--- src/rtl/epp_bridge_fifo.sv ---
// epp_bridge_fifo
// ---------------------------------------------------------------------------
// Digilent EPP slave bridge. The host reaches three windows through the EPP
// data strobe: an RX FIFO (host -> machine), a TX FIFO (machine -> host) and
// a STATUS register. All other addresses become a handshaked machine-bus
// cycle. The address register is loaded and read with the address strobe.
//
// Optional feature: define EPP_BRIDGE_TIMEOUT_EN to abort bus cycles that see
// no bus_ack within TIMEOUT clocks. An aborted read returns 0xFF and sets
// STATUS bit5. Without the macro a bus cycle waits for ack indefinitely.
//
// Ports:
//   clk, rst                  system clock, synchronous active-high reset
//   usb_write                 EPP direction (0 = host write)
//   usb_astb, usb_dstb        EPP address / data strobes, active low
//   usb_db_i / usb_db_o       EPP data from / to the pad
//   usb_db_oe, usb_wait       pad output enable, EPP wait
//   bus_addr, bus_wdata       machine bus address and write data
//   bus_rdata, bus_ack        machine bus read data and one-cycle completion
//   bus_read, bus_write       level bus requests, held until ack
//   rx_data, rx_empty, rx_pop RX FIFO consumer side
//   tx_data, tx_push, tx_full TX FIFO producer side
//
// Handshake: the host asserts a strobe; the bridge drives usb_wait high once
// the access is complete (read data valid on usb_db_o with usb_db_oe high),
// and drops usb_wait after both strobes are released.
// ---------------------------------------------------------------------------
module epp_bridge_fifo #(
    parameter int ADDR_W      = 8,
    parameter int RX_DEPTH    = 64,
    parameter int TX_DEPTH    = 64,
    parameter int RX_ADDR     = 0,
    parameter int TX_ADDR     = 0,
    parameter int STAT_ADDR   = 1,
    parameter int SYNC_STAGES = 2,
    parameter int TIMEOUT     = 255
) (
    input  logic              clk,
    input  logic              rst,
    input  logic              usb_write,
    input  logic              usb_astb,
    input  logic              usb_dstb,
    input  logic [7:0]        usb_db_i,
    output logic [7:0]        usb_db_o,
    output logic              usb_db_oe,
    output logic              usb_wait,
    output logic [ADDR_W-1:0] bus_addr,
    output logic [7:0]        bus_wdata,
    input  logic [7:0]        bus_rdata,
    output logic              bus_read,
    output logic              bus_write,
    input  logic              bus_ack,
    output logic [7:0]        rx_data,
    output logic              rx_empty,
    input  logic              rx_pop,
    input  logic [7:0]        tx_data,
    input  logic              tx_push,
    output logic              tx_full
);

    localparam int RX_AW = $clog2(RX_DEPTH);
    localparam int TX_AW = $clog2(TX_DEPTH);
    localparam logic [RX_AW:0]    RX_FULL_CNT = (RX_AW + 1)'(RX_DEPTH);
    localparam logic [TX_AW:0]    TX_FULL_CNT = (TX_AW + 1)'(TX_DEPTH);
    localparam logic [ADDR_W-1:0] RX_A   = ADDR_W'(RX_ADDR);
    localparam logic [ADDR_W-1:0] TX_A   = ADDR_W'(TX_ADDR);
    localparam logic [ADDR_W-1:0] STAT_A = ADDR_W'(STAT_ADDR);

    typedef enum logic [1:0] {ST_IDLE, ST_EXEC, ST_BUS, ST_HOLD} state_t;
    state_t state;

    // Strobe / direction synchronisers, idle-high so reset looks like "no strobe".
    logic [SYNC_STAGES-1:0] astb_sync, dstb_sync, write_sync;
    logic asa, dsa, wra;

    always_ff @(posedge clk) begin
        if (rst) begin
            astb_sync  <= '1;
            dstb_sync  <= '1;
            write_sync <= '1;
        end else begin
            astb_sync  <= {astb_sync[SYNC_STAGES-2:0], usb_astb};
            dstb_sync  <= {dstb_sync[SYNC_STAGES-2:0], usb_dstb};
            write_sync <= {write_sync[SYNC_STAGES-2:0], usb_write};
        end
    end

    assign asa = astb_sync[SYNC_STAGES-1];
    assign dsa = dstb_sync[SYNC_STAGES-1];
    assign wra = write_sync[SYNC_STAGES-1];

    // Latched access descriptor
    logic [ADDR_W-1:0] addr_q;
    logic              is_addr_q, is_read_q;
    logic [7:0]        db_q;
    logic              ovf, unf, tmo;

    assign bus_addr = addr_q;

    // FIFO storage and pointers
    logic [7:0]     rx_mem [RX_DEPTH];
    logic [7:0]     tx_mem [TX_DEPTH];
    logic [RX_AW-1:0] rx_wr, rx_rd;
    logic [TX_AW-1:0] tx_wr, tx_rd;
    logic [RX_AW:0]   rx_count;
    logic [TX_AW:0]   tx_count;
    logic             rx_full, tx_empty;
    logic [7:0]       tx_head, status;

    assign rx_empty = (rx_count == '0);
    assign rx_full  = (rx_count == RX_FULL_CNT);
    assign tx_empty = (tx_count == '0);
    assign tx_full  = (tx_count == TX_FULL_CNT);
    assign rx_data  = rx_mem[rx_rd];
    assign tx_head  = tx_mem[tx_rd];
    assign status   = {ovf, unf, tmo, 1'b0, tx_full, tx_empty, rx_full, rx_empty};

    // Window decode; a FIFO window wins over STATUS if they share an address.
    logic exec_data, rx_win, tx_win, stat_wr, stat_rd;
    logic rx_do_push, rx_do_pop, tx_do_push, tx_do_pop, flush;

    always_comb begin
        exec_data  = (state == ST_EXEC) && !is_addr_q;
        rx_win     = exec_data && !is_read_q && (addr_q == RX_A);
        tx_win     = exec_data &&  is_read_q && (addr_q == TX_A);
        stat_wr    = exec_data && !is_read_q && (addr_q != RX_A) && (addr_q == STAT_A);
        stat_rd    = exec_data &&  is_read_q && (addr_q != TX_A) && (addr_q == STAT_A);
        flush      = stat_wr && db_q[6];
        // A pop in the same cycle frees the slot, so a full FIFO still accepts.
        rx_do_push = rx_win && (!rx_full || rx_pop);
        rx_do_pop  = rx_pop && !rx_empty;
        tx_do_pop  = tx_win && !tx_empty;
        tx_do_push = tx_push && (!tx_full || tx_do_pop);
    end

    always_ff @(posedge clk) begin
        if (rx_do_push && !flush) rx_mem[rx_wr] <= db_q;
        if (tx_do_push && !flush) tx_mem[tx_wr] <= tx_data;
    end

    always_ff @(posedge clk) begin
        if (rst || flush) begin
            rx_wr <= '0; rx_rd <= '0; rx_count <= '0;
            tx_wr <= '0; tx_rd <= '0; tx_count <= '0;
        end else begin
            if (rx_do_push) rx_wr <= rx_wr + 1'b1;
            if (rx_do_pop)  rx_rd <= rx_rd + 1'b1;
            if (rx_do_push && !rx_do_pop)      rx_count <= rx_count + 1'b1;
            else if (!rx_do_push && rx_do_pop) rx_count <= rx_count - 1'b1;
            if (tx_do_push) tx_wr <= tx_wr + 1'b1;
            if (tx_do_pop)  tx_rd <= tx_rd + 1'b1;
            if (tx_do_push && !tx_do_pop)      tx_count <= tx_count + 1'b1;
            else if (!tx_do_push && tx_do_pop) tx_count <= tx_count - 1'b1;
        end
    end

`ifdef EPP_BRIDGE_TIMEOUT_EN
    localparam int TMO_W = ($clog2(TIMEOUT + 1) > 8) ? $clog2(TIMEOUT + 1) : 8;
    localparam logic [TMO_W-1:0] TMO_LAST = TMO_W'(TIMEOUT - 1);
    logic [TMO_W-1:0] tmo_cnt;
`else
    localparam int unused_timeout = TIMEOUT;
    assign tmo = 1'b0;
`endif

    always_ff @(posedge clk) begin
        if (rst) begin
            state     <= ST_IDLE;
            addr_q    <= '0;
            is_addr_q <= 1'b0;
            is_read_q <= 1'b0;
            db_q      <= 8'h00;
            usb_db_o  <= 8'h00;
            usb_db_oe <= 1'b0;
            usb_wait  <= 1'b1;
            bus_read  <= 1'b0;
            bus_write <= 1'b0;
            bus_wdata <= 8'h00;
            ovf       <= 1'b0;
            unf       <= 1'b0;
`ifdef EPP_BRIDGE_TIMEOUT_EN
            tmo       <= 1'b0;
            tmo_cnt   <= '0;
`endif
        end else begin
            case (state)
                ST_IDLE: begin
                    usb_wait  <= 1'b0;
                    usb_db_oe <= 1'b0;
                    if (!asa || !dsa) begin
                        is_addr_q <= !asa;
                        is_read_q <= wra;
                        db_q      <= usb_db_i;
                        state     <= ST_EXEC;
                    end
                end
                ST_EXEC: begin
                    state     <= ST_HOLD;
                    usb_wait  <= 1'b1;
                    usb_db_oe <= is_read_q;
`ifdef EPP_BRIDGE_TIMEOUT_EN
                    tmo_cnt   <= '0;
`endif
                    if (is_addr_q) begin
                        if (is_read_q) usb_db_o <= 8'(addr_q);
                        else           addr_q   <= db_q[ADDR_W-1:0];
                    end else if (rx_win) begin
                        if (!rx_do_push) ovf <= 1'b1;
                    end else if (tx_win) begin
                        usb_db_o <= tx_empty ? 8'h00 : tx_head;
                        if (tx_empty) unf <= 1'b1;
                    end else if (stat_rd) begin
                        usb_db_o <= status;
                    end else if (stat_wr) begin
                        if (db_q[7]) begin
                            ovf <= 1'b0;
                            unf <= 1'b0;
`ifdef EPP_BRIDGE_TIMEOUT_EN
                            tmo <= 1'b0;
`endif
                        end
                    end else begin
                        // Any other address becomes a machine-bus cycle.
                        state     <= ST_BUS;
                        usb_wait  <= 1'b0;
                        usb_db_oe <= 1'b0;
                        if (is_read_q) begin
                            bus_read <= 1'b1;
                        end else begin
                            bus_write <= 1'b1;
                            bus_wdata <= db_q;
                        end
                    end
                end
                ST_BUS: begin
                    if (bus_ack) begin
                        if (bus_read) usb_db_o <= bus_rdata;
                        bus_read  <= 1'b0;
                        bus_write <= 1'b0;
                        usb_wait  <= 1'b1;
                        usb_db_oe <= is_read_q;
                        state     <= ST_HOLD;
                    end
`ifdef EPP_BRIDGE_TIMEOUT_EN
                    else if (tmo_cnt == TMO_LAST) begin
                        if (bus_read) usb_db_o <= 8'hFF;
                        bus_read  <= 1'b0;
                        bus_write <= 1'b0;
                        tmo       <= 1'b1;
                        usb_wait  <= 1'b1;
                        usb_db_oe <= is_read_q;
                        state     <= ST_HOLD;
                    end else begin
                        tmo_cnt <= tmo_cnt + 1'b1;
                    end
`endif
                end
                ST_HOLD: begin
                    if (asa && dsa) begin
                        usb_wait  <= 1'b0;
                        usb_db_oe <= 1'b0;
                        state     <= ST_IDLE;
                    end
                end
                default: state <= ST_IDLE;
            endcase
        end
    end

endmodule

--- config.mk ---
export PLATFORM = sky130hd
export DESIGN_NAME = epp_bridge_fifo
export DESIGN_NICKNAME = d
export VERILOG_FILES = /design/src/rtl/epp_bridge_fifo.sv
export SDC_FILE = /design/constraint.sdc
export NUM_CORES = 1
export LEC_CHECK = 0
export BUFFER_PORTS_ARGS = -buffer_cell sky130_fd_sc_hd__clkbuf_2
export CAP_MARGIN = 20
export CORE_MARGIN = 2
export CORE_UTILIZATION = 50
export CTS_CLUSTER_DIAMETER = 100
export CTS_CLUSTER_SIZE = 28
export DETAILED_ROUTE_END_ITERATION = 7
export GPL_TIMING_DRIVEN = 0
export PLACE_DENSITY = 0.66
export SYNTH_ARGS = -nofsm -noshare
export SYNTH_HDL_FRONTEND = slang
export SYNTH_SLANG_ARGS = --single-unit
--- constraint.sdc ---
create_clock -name clk -period 6.5 [get_ports clk]
set_clock_uncertainty 0.2 [all_clocks]
set_input_delay 0 -clock clk [delete_from_list [all_inputs] [get_ports clk]]
set_output_delay 0 -clock clk [all_outputs]
set_load 0.01 [all_outputs]
==> results of run 1 <==
## registers in the layout, indices dropped and copies added, names as in the netlist, 2 cells and up, named ones only
name        cells
bus_wdata       8
write_sync      2
astb_sync       2
rx_rd           6
rx_count        7
rx_wr           6
state           2
bus_addr        8
rx_mem        512
db_q            8
tx_rd           6
dstb_sync       2
tx_wr           6
usb_db_o        8
tx_count        7
tx_mem        512
## area by class of cell
type | instances | area (um^2)
inverter | 22 | 82.58
clock inverter | 5 | 90.09
multi-input combinational | 1067 | 10790
buffer | 126 | 564.3
tap | 1155 | 1445
timing repair buffer | 132 | 1167
sequential | 1122 | 32720
fill | 6618 | 39080
clock buffer | 64 | 1219
## layer usage
| layer | GRT usage, % | routed length (um) | up-vias |
|---|---|---|---|
| met5 | 0 | 13 | - |
| met4 | 6.302 | 2844 | 2 |
| met3 | 3.955 | 9243 | 151 |
| met2 | 37.99 | 50620 | 1079 |
| met1 | 33.86 | 43730 | 12020 |
| li1 | - | - | 9693 |
## Yosys cell counts (10+ instances only)
master,number,area share (%)
mux2i_1,170,3.9
nand3_1,50,0.57
mux4_2,236,12
buf_2,43,0.49
edfxtp_1,1024,70
buf_4,10,0.17
a21oi_1,48,0.54
o21ai_0,13,0.15
ha_1,21,0.60
inv_1,21,0.18
or2_2,10,0.14
nor2_1,212,1.8
clkbuf_1,58,0.49
xor2_1,19,0.38
nand4_1,13,0.18
a22oi_1,54,0.92
buf_1,15,0.13
xnor2_1,10,0.20
dfxtp_1,98,4.4
nand2_1,72,0.61
## worst max-delay path by stage
stage / endpoint / slack (ns) / cells past startpoint / start
floorplan: tx_count[6] / 2.89 / 12 / tx_count[0]
global placement: rx_count[6] / 1.59 / 14 / rx_count[2]
detailed placement: tx_count[6] / 2.03 / 16 / state[1]
CTS: tx_count[6] / 1.99 / 16 / state[1]
global route: tx_count[6] / 1.74 / 16 / state[1]
finish: tx_count[6] / 1.98 / 16 / state[1]
## metrics by stage
stage                     cells  total power [mW]  hold WS, ns  utilization (%)
after floorplan            2337             10.03      -0.1011                -
after global placement     3561             10.81    -0.008723            52.70
after detailed placement   3577             10.93    -0.008319            53.11
after CTS                  3691             14.34      0.04982            55.13
after global routing       3693             14.79       0.1047            55.16
final                      3693             14.29      0.06523            55.16
## repair_timing
action / in CTS / in global routing
hold buffers: 45 / 1
endpoints found under the hold margin: 249 / 26
setup endpoints to repair: 0 / 0
## critical path, stage by stage (launching register included)
cell and delay, ns:
dfxtp_1 0.36, inv_1 0.09, ha_1 0.13, buf_2 0.16
nor2b_1 0.26, nand4_1 0.36, nor2_1 0.63, inv_1 0.22
ha_1 0.26, inv_1 0.24, ha_1 0.33, a21o_1 0.19
a21oi_1 0.22, o21bai_1 0.10, a21oi_1 0.19, mux2i_1 0.28
mux2i_1 0.22
## cell families after synthesis
family / synth area share (%)
xor+xnor: 0.5754
fa+ha+maj: 0.6859
simple gates: 4.322
mux: 16.05
buf+inv: 1.465
compound gates: 2.800
flops: 74.10
## where the power goes
group | internal [mW] | switching [mW]
clock | 1.38 | 2.11
combinational | 1.14 | 1.46
sequential | 8.06 | 0.135
total | 10.6 | 3.71
==> impl_metrics.csv, run 1 <==
group,metric,value,unit
sta,fin_ws,1.978,ns
worst_hold_path,hold_start,"tx_data[4]",
place,place_area,46290,um^2
floorplanning,fp.dieH,301.1,um
routing,num_vias,22940,
setup_path,crit_fanout,9,
cells_and_area,drive_gt1_share,18.01,%
sta,fin_crit_sh,69.56,%
routing,drt-total-wl,106400,um
setup_path,reg2reg_from,"state[1]",
synthesis,synth-seq-cells,1122,
power_and_ir_drop,p_per_area,297.2,nW/um^2
synthesis,seq_area_frac_synth,74.10,%
setup_path,end_kind,"register",
routing,drt_iter0_drc,2773,
synthesis,synthesis.area,44140,um^2
clock_tree,cts_tree,"built",
sta,slew_viol_final,0,
floorplanning,initial_utilization,50.65,%
clock_tree,htreeDepth,2,
clock_tree,cts_sinks,1122,
routing,drtPass1Iterations,6,
cells_and_area,n_antenna_cell,0,
setup_path,reg2reg_slack,1.98,ns
sta,period_minus_slack,4.522,ns
routing,drc_errors,0,
setup_path,cp-start-kind,"register",
floorplanning,dieArea,90680,um^2
setup_path,cp.required,6.86,ns
routing,viasPerCell,6.212,
worst_hold_path,hold_class,"in -> reg",
clock_tree,root_buffer,"clkbuf_16",
clock_tree,cts_max_path_buffers,3,
synthesis,synth-edff-count,1024,
synthesis,synth_fp_nets,2392,
run_status,status,"complete, no violations",
place,gp_congestion,0.8707,
global_routing,grt_pass1_wl,155200,um
global_routing,grt_max_degree,65,
global_routing,track_usage,23.62,%
floorplanning,core_area,87160,um^2
sta,slew_headroom,33.39,%
sta,fin_tns_setup,0,ns
setup_path,r2r_cells,16,
clock_tree,cts_resized,0,
cells_and_area,stdcell_area,48080,um^2
synthesis,synth_cell_types,61,
place,pre_cts_slack,2.028,ns
routing,wl_per_cell,28.82,um
synthesis,yosys_most_used_dff,"edfxtp_1",
floorplanning,rows,108,
cells_and_area,nets,2572,
floorplanning,die_w,301.1,um
power_and_ir_drop,leakage,14.67,nW
synthesis,netlist_instances,2337,
floorplanning,ios,70,
global_routing,grt_pass1_vias,22980,
synthesis,synth.yosys.warnings,0,
cells_and_area,final_common_cell,"edfxtp_1",
sta,setup_violations,0,
global_routing,antenna_found_initial,3,
clock_tree,cts_setup_buffers,0,
clock_tree,path_clk_slew,0.11,ns
cells_and_area,area_growth,8.917,%
setup_path,cp_data_arrival_time,4.88,ns
power_and_ir_drop,ir_drop,0.0002475,V
synthesis,syn-mean-instance-area,18.89,um^2
place,port_buffers,69,
synthesis,async_flop_share,0,%
clock_tree,insertion_delay,0.65,ns
sta,tightest_slew,0.9955,ns
global_routing,overflow,0,
job,max-cap-violations,0,
worst_hold_path,hold_depth,1,
sta,fmax,0.2212,GHz
place,post-dp-hpwl,74150,um
routing,drtAntennaViolNets,0,
cells_and_area,final_cell_mix,"1024 x edfxtp_1, 236 x mux4_2, 212 x nor2_1, 170 x mux2i_1, 90 x dfxtp_1",
sta,final_hold_viol_count,0,
worst_hold_path,min_to,"tx_mem[38][4]",
sta,rsz0062_at_grt,"false",
setup_path,worstSetupPathType,"reg -> reg",
clock_tree,cts_buffers,46,
setup_path,r2r-end,"tx_count[6]",
Power figures use the tool's default switching activity.
==> run 2: changes to the inputs <==
--- a/config.mk
+++ b/config.mk
@@ -13,7 +13,7 @@
 export CTS_CLUSTER_SIZE = 28
 export DETAILED_ROUTE_END_ITERATION = 7
 export GPL_TIMING_DRIVEN = 0
-export PLACE_DENSITY = 0.66
+export PLACE_DENSITY = 0.68
 export SYNTH_ARGS = -nofsm -noshare
 export SYNTH_HDL_FRONTEND = slang
 export SYNTH_SLANG_ARGS = --single-unit
==> constraint.sdc (replaced) <==
create_clock -name clk -period 3.75 [get_ports clk]
set_clock_uncertainty 0.2 [all_clocks]
set_input_delay 0 -clock clk [delete_from_list [all_inputs] [get_ports clk]]
set_output_delay 0 -clock clk [all_outputs]
set_load 0.01 [all_outputs]
==> impl_metrics.csv, run 2 (same netlist as run 1, synthesis figures left out) <==
group,metric,value,unit
cells_and_area,utilization,55.78,%
sta,fin_tns_setup,-0.1773,ns
setup_path,crit_family,"simple AND/OR/NAND/NOR gates",
clock_tree,path_clk_slew,0.11,ns
clock_tree,cts_buffers,46,
sta,slew_headroom,33.21,%
global_routing,overflow,0,
run_status,violations,"setup timing",
clock_tree,cts_tree,"built",
global_routing,grt_max_degree,65,
cells_and_area,nets,2583,
setup_path,worstSetupPathType,"reg -> reg",
worst_hold_path,hold_class,"in -> reg",
setup_path,crit_fanout,8,
setup_path,crit_chain,"inv_1 > ha_1 > clkbuf_4 > or3b_4 > nor4_4 > buf_6 > nand4b_1 > nor2_2",
sta,fin_crit_sh,100.4,%
cells_and_area,multi_input_area,11150,um^2
floorplanning,fp.dieH,301.1,um
setup_path,crit_buf_inv,3,
clock_tree,cts_max_path_buffers,3,
power_and_ir_drop,leakage,14.81,nW
global_routing,grt_pass1_vias,23120,
power_and_ir_drop,p_comb_share,19.0,%
routing,num_vias,23000,
cells_and_area,reg_top3,"rx_mem: 512 flops, tx_mem: 512 flops",
global_routing,antenna_found_initial,1,
job,max-cap-violations,0,
setup_path,end_kind,"register",
routing,drtPass1Iterations,5,
sta,tightest_slew,1.002,ns
floorplanning,core_area,87160,um^2
floorplanning,die_w,301.1,um
floorplanning,dieArea,90680,um^2
global_routing,grt_pass1_wl,155700,um
cells_and_area,register_area,32720,um^2
clock_tree,htreeDepth,2,
sta,period_minus_slack,3.765,ns
global_routing,track_usage,23.61,%
routing,viasPerCell,6.193,
power_and_ir_drop,sequentialPowerShare,56.9,%
cells_and_area,drive_gt1_share,23.23,%
setup_path,critPathLaunch,"state[1]",
setup_path,cp_data_arrival_time,3.83,ns
routing,drtAntennaViolNets,0,
setup_path,reg2reg_from,"state[1]",
sta,fmax,0.2656,GHz
run_status,status,"complete, but fails checks",
floorplanning,initial_utilization,50.65,%
sta,final_hold_viol_count,0,
place,gp_congestion,0.9118,
power_and_ir_drop,internal_power,18.46,mW
clock_tree,insertion_delay,0.65,ns
setup_path,cp-start-kind,"register",
worst_hold_path,hold_start,"tx_data[6]",
power_and_ir_drop,p_per_area,514.6,nW/um^2
setup_path,cpPeakStageDelay,0.83,ns
place,port_buffers,69,
cells_and_area,final_common_cell,"edfxtp_1",
setup_path,cpMaxStageDelayCell,"nor2_2",
power_and_ir_drop,p_clk_share,24.2,%
sta,slew_viol_final,0,
setup_path,cp.required,3.81,ns
clock_tree,cts_sinks,1122,
power_and_ir_drop,ir_drop,0.0004949,V
sta,rsz0062_at_grt,"true",
floorplanning,ios,70,
sta,fin_ws,-0.01462,ns
cells_and_area,area_growth,10.12,%
routing,wl_per_cell,28.80,um
routing,drc_errors,0,
clock_tree,root_buffer,"clkbuf_16",
place,post-dp-hpwl,73460,um
power_and_ir_drop,netSwitchingFraction,26.21,%
sta,setup_violations,17,
routing,drt_iter0_drc,2891,
cells_and_area,fill_cells,6545,
cells_and_area,final_cell_mix,"1024 x edfxtp_1, 236 x mux4_2, 170 x mux2i_1, 127 x nor2_1, 88 x dfxtp_1",
floorplanning,rows,108,
routing,drt-total-wl,106900,um
power_and_ir_drop,power.switching,6.558,mW
run 2: power groups by stage:
| stage | Sequential, mW | Clock, mW | Combinational [mW] |
|---|---|---|---|
| after floorplan | 14.5 | 0 | 2.90 |
| after global placement | 14.6 | 0 | 4.13 |
| after CTS | 14.2 | 6.11 | 4.64 |
| final | 14.2 | 6.05 | 4.75 |
| after detailed placement | 14.5 | 0 | 4.45 |
| after global routing | 14.3 | 6.53 | 5.07 |
run 2: layout make-up:
class                      instances  area share, %
timing repair buffer             145          2.600
clock buffer                      72          2.569
antenna                            1       0.005148
multi-input combinational       1067          22.94
tap                             1155          2.973
inverter                          22         0.1699
sequential                      1122          67.32
buffer                           124          1.279
clock inverter                     5         0.1467
run 2: path summary, 6_finish.rpt:
| check | end | slack, ns | cells after the start |
|---|---|---|---|
| min reg2reg | dstb_sync[1] | 0.22 | 1 |
| max | rx_mem[62][2] | -0.01 | 8 |
| min | tx_mem[38][6] | 0.02 | 1 |
| max reg2reg | rx_mem[62][2] | -0.01 | 8 |
run 2: timing repair:
item,4_1_cts,5_1_grt
hold endpoints to repair,301,64
pin swaps,5,0
resized for setup,75,88
setup endpoints to repair,840,724
buffers inserted,8,8
hold buffers,42,1
run 2: through the flow:
step | worst slack, ns | hold slack, ns | instance area (um^2) | total power, mW | instances
floorplan | 0.1367 | -0.1011 | 44140 | 17.39 | 2337
global placement | -1.266 | -0.006931 | 45930 | 18.74 | 3561
detailed placement | -0.5919 | 0.002600 | 46270 | 18.93 | 3577
CTS | -0.1011 | 0.0006268 | 48300 | 24.97 | 3703
global route | -0.1347 | 0.05361 | 48610 | 25.86 | 3712
finish | -0.01462 | 0.01939 | 48610 | 25.02 | 3713
run 2: per-layer routing:
| layer | global-route usage (%) | vias to the layer above | part of all wire, % |
|---|---|---|---|
| li1 | - | 9729 | - |
| met1 | 33.07 | 12080 | 40 |
| met2 | 38.77 | 1032 | 49 |
| met3 | 3.912 | 159 | 8.2 |
| met4 | 6.515 | 0 | 2.9 |
| met5 | 0 | - | 0 |
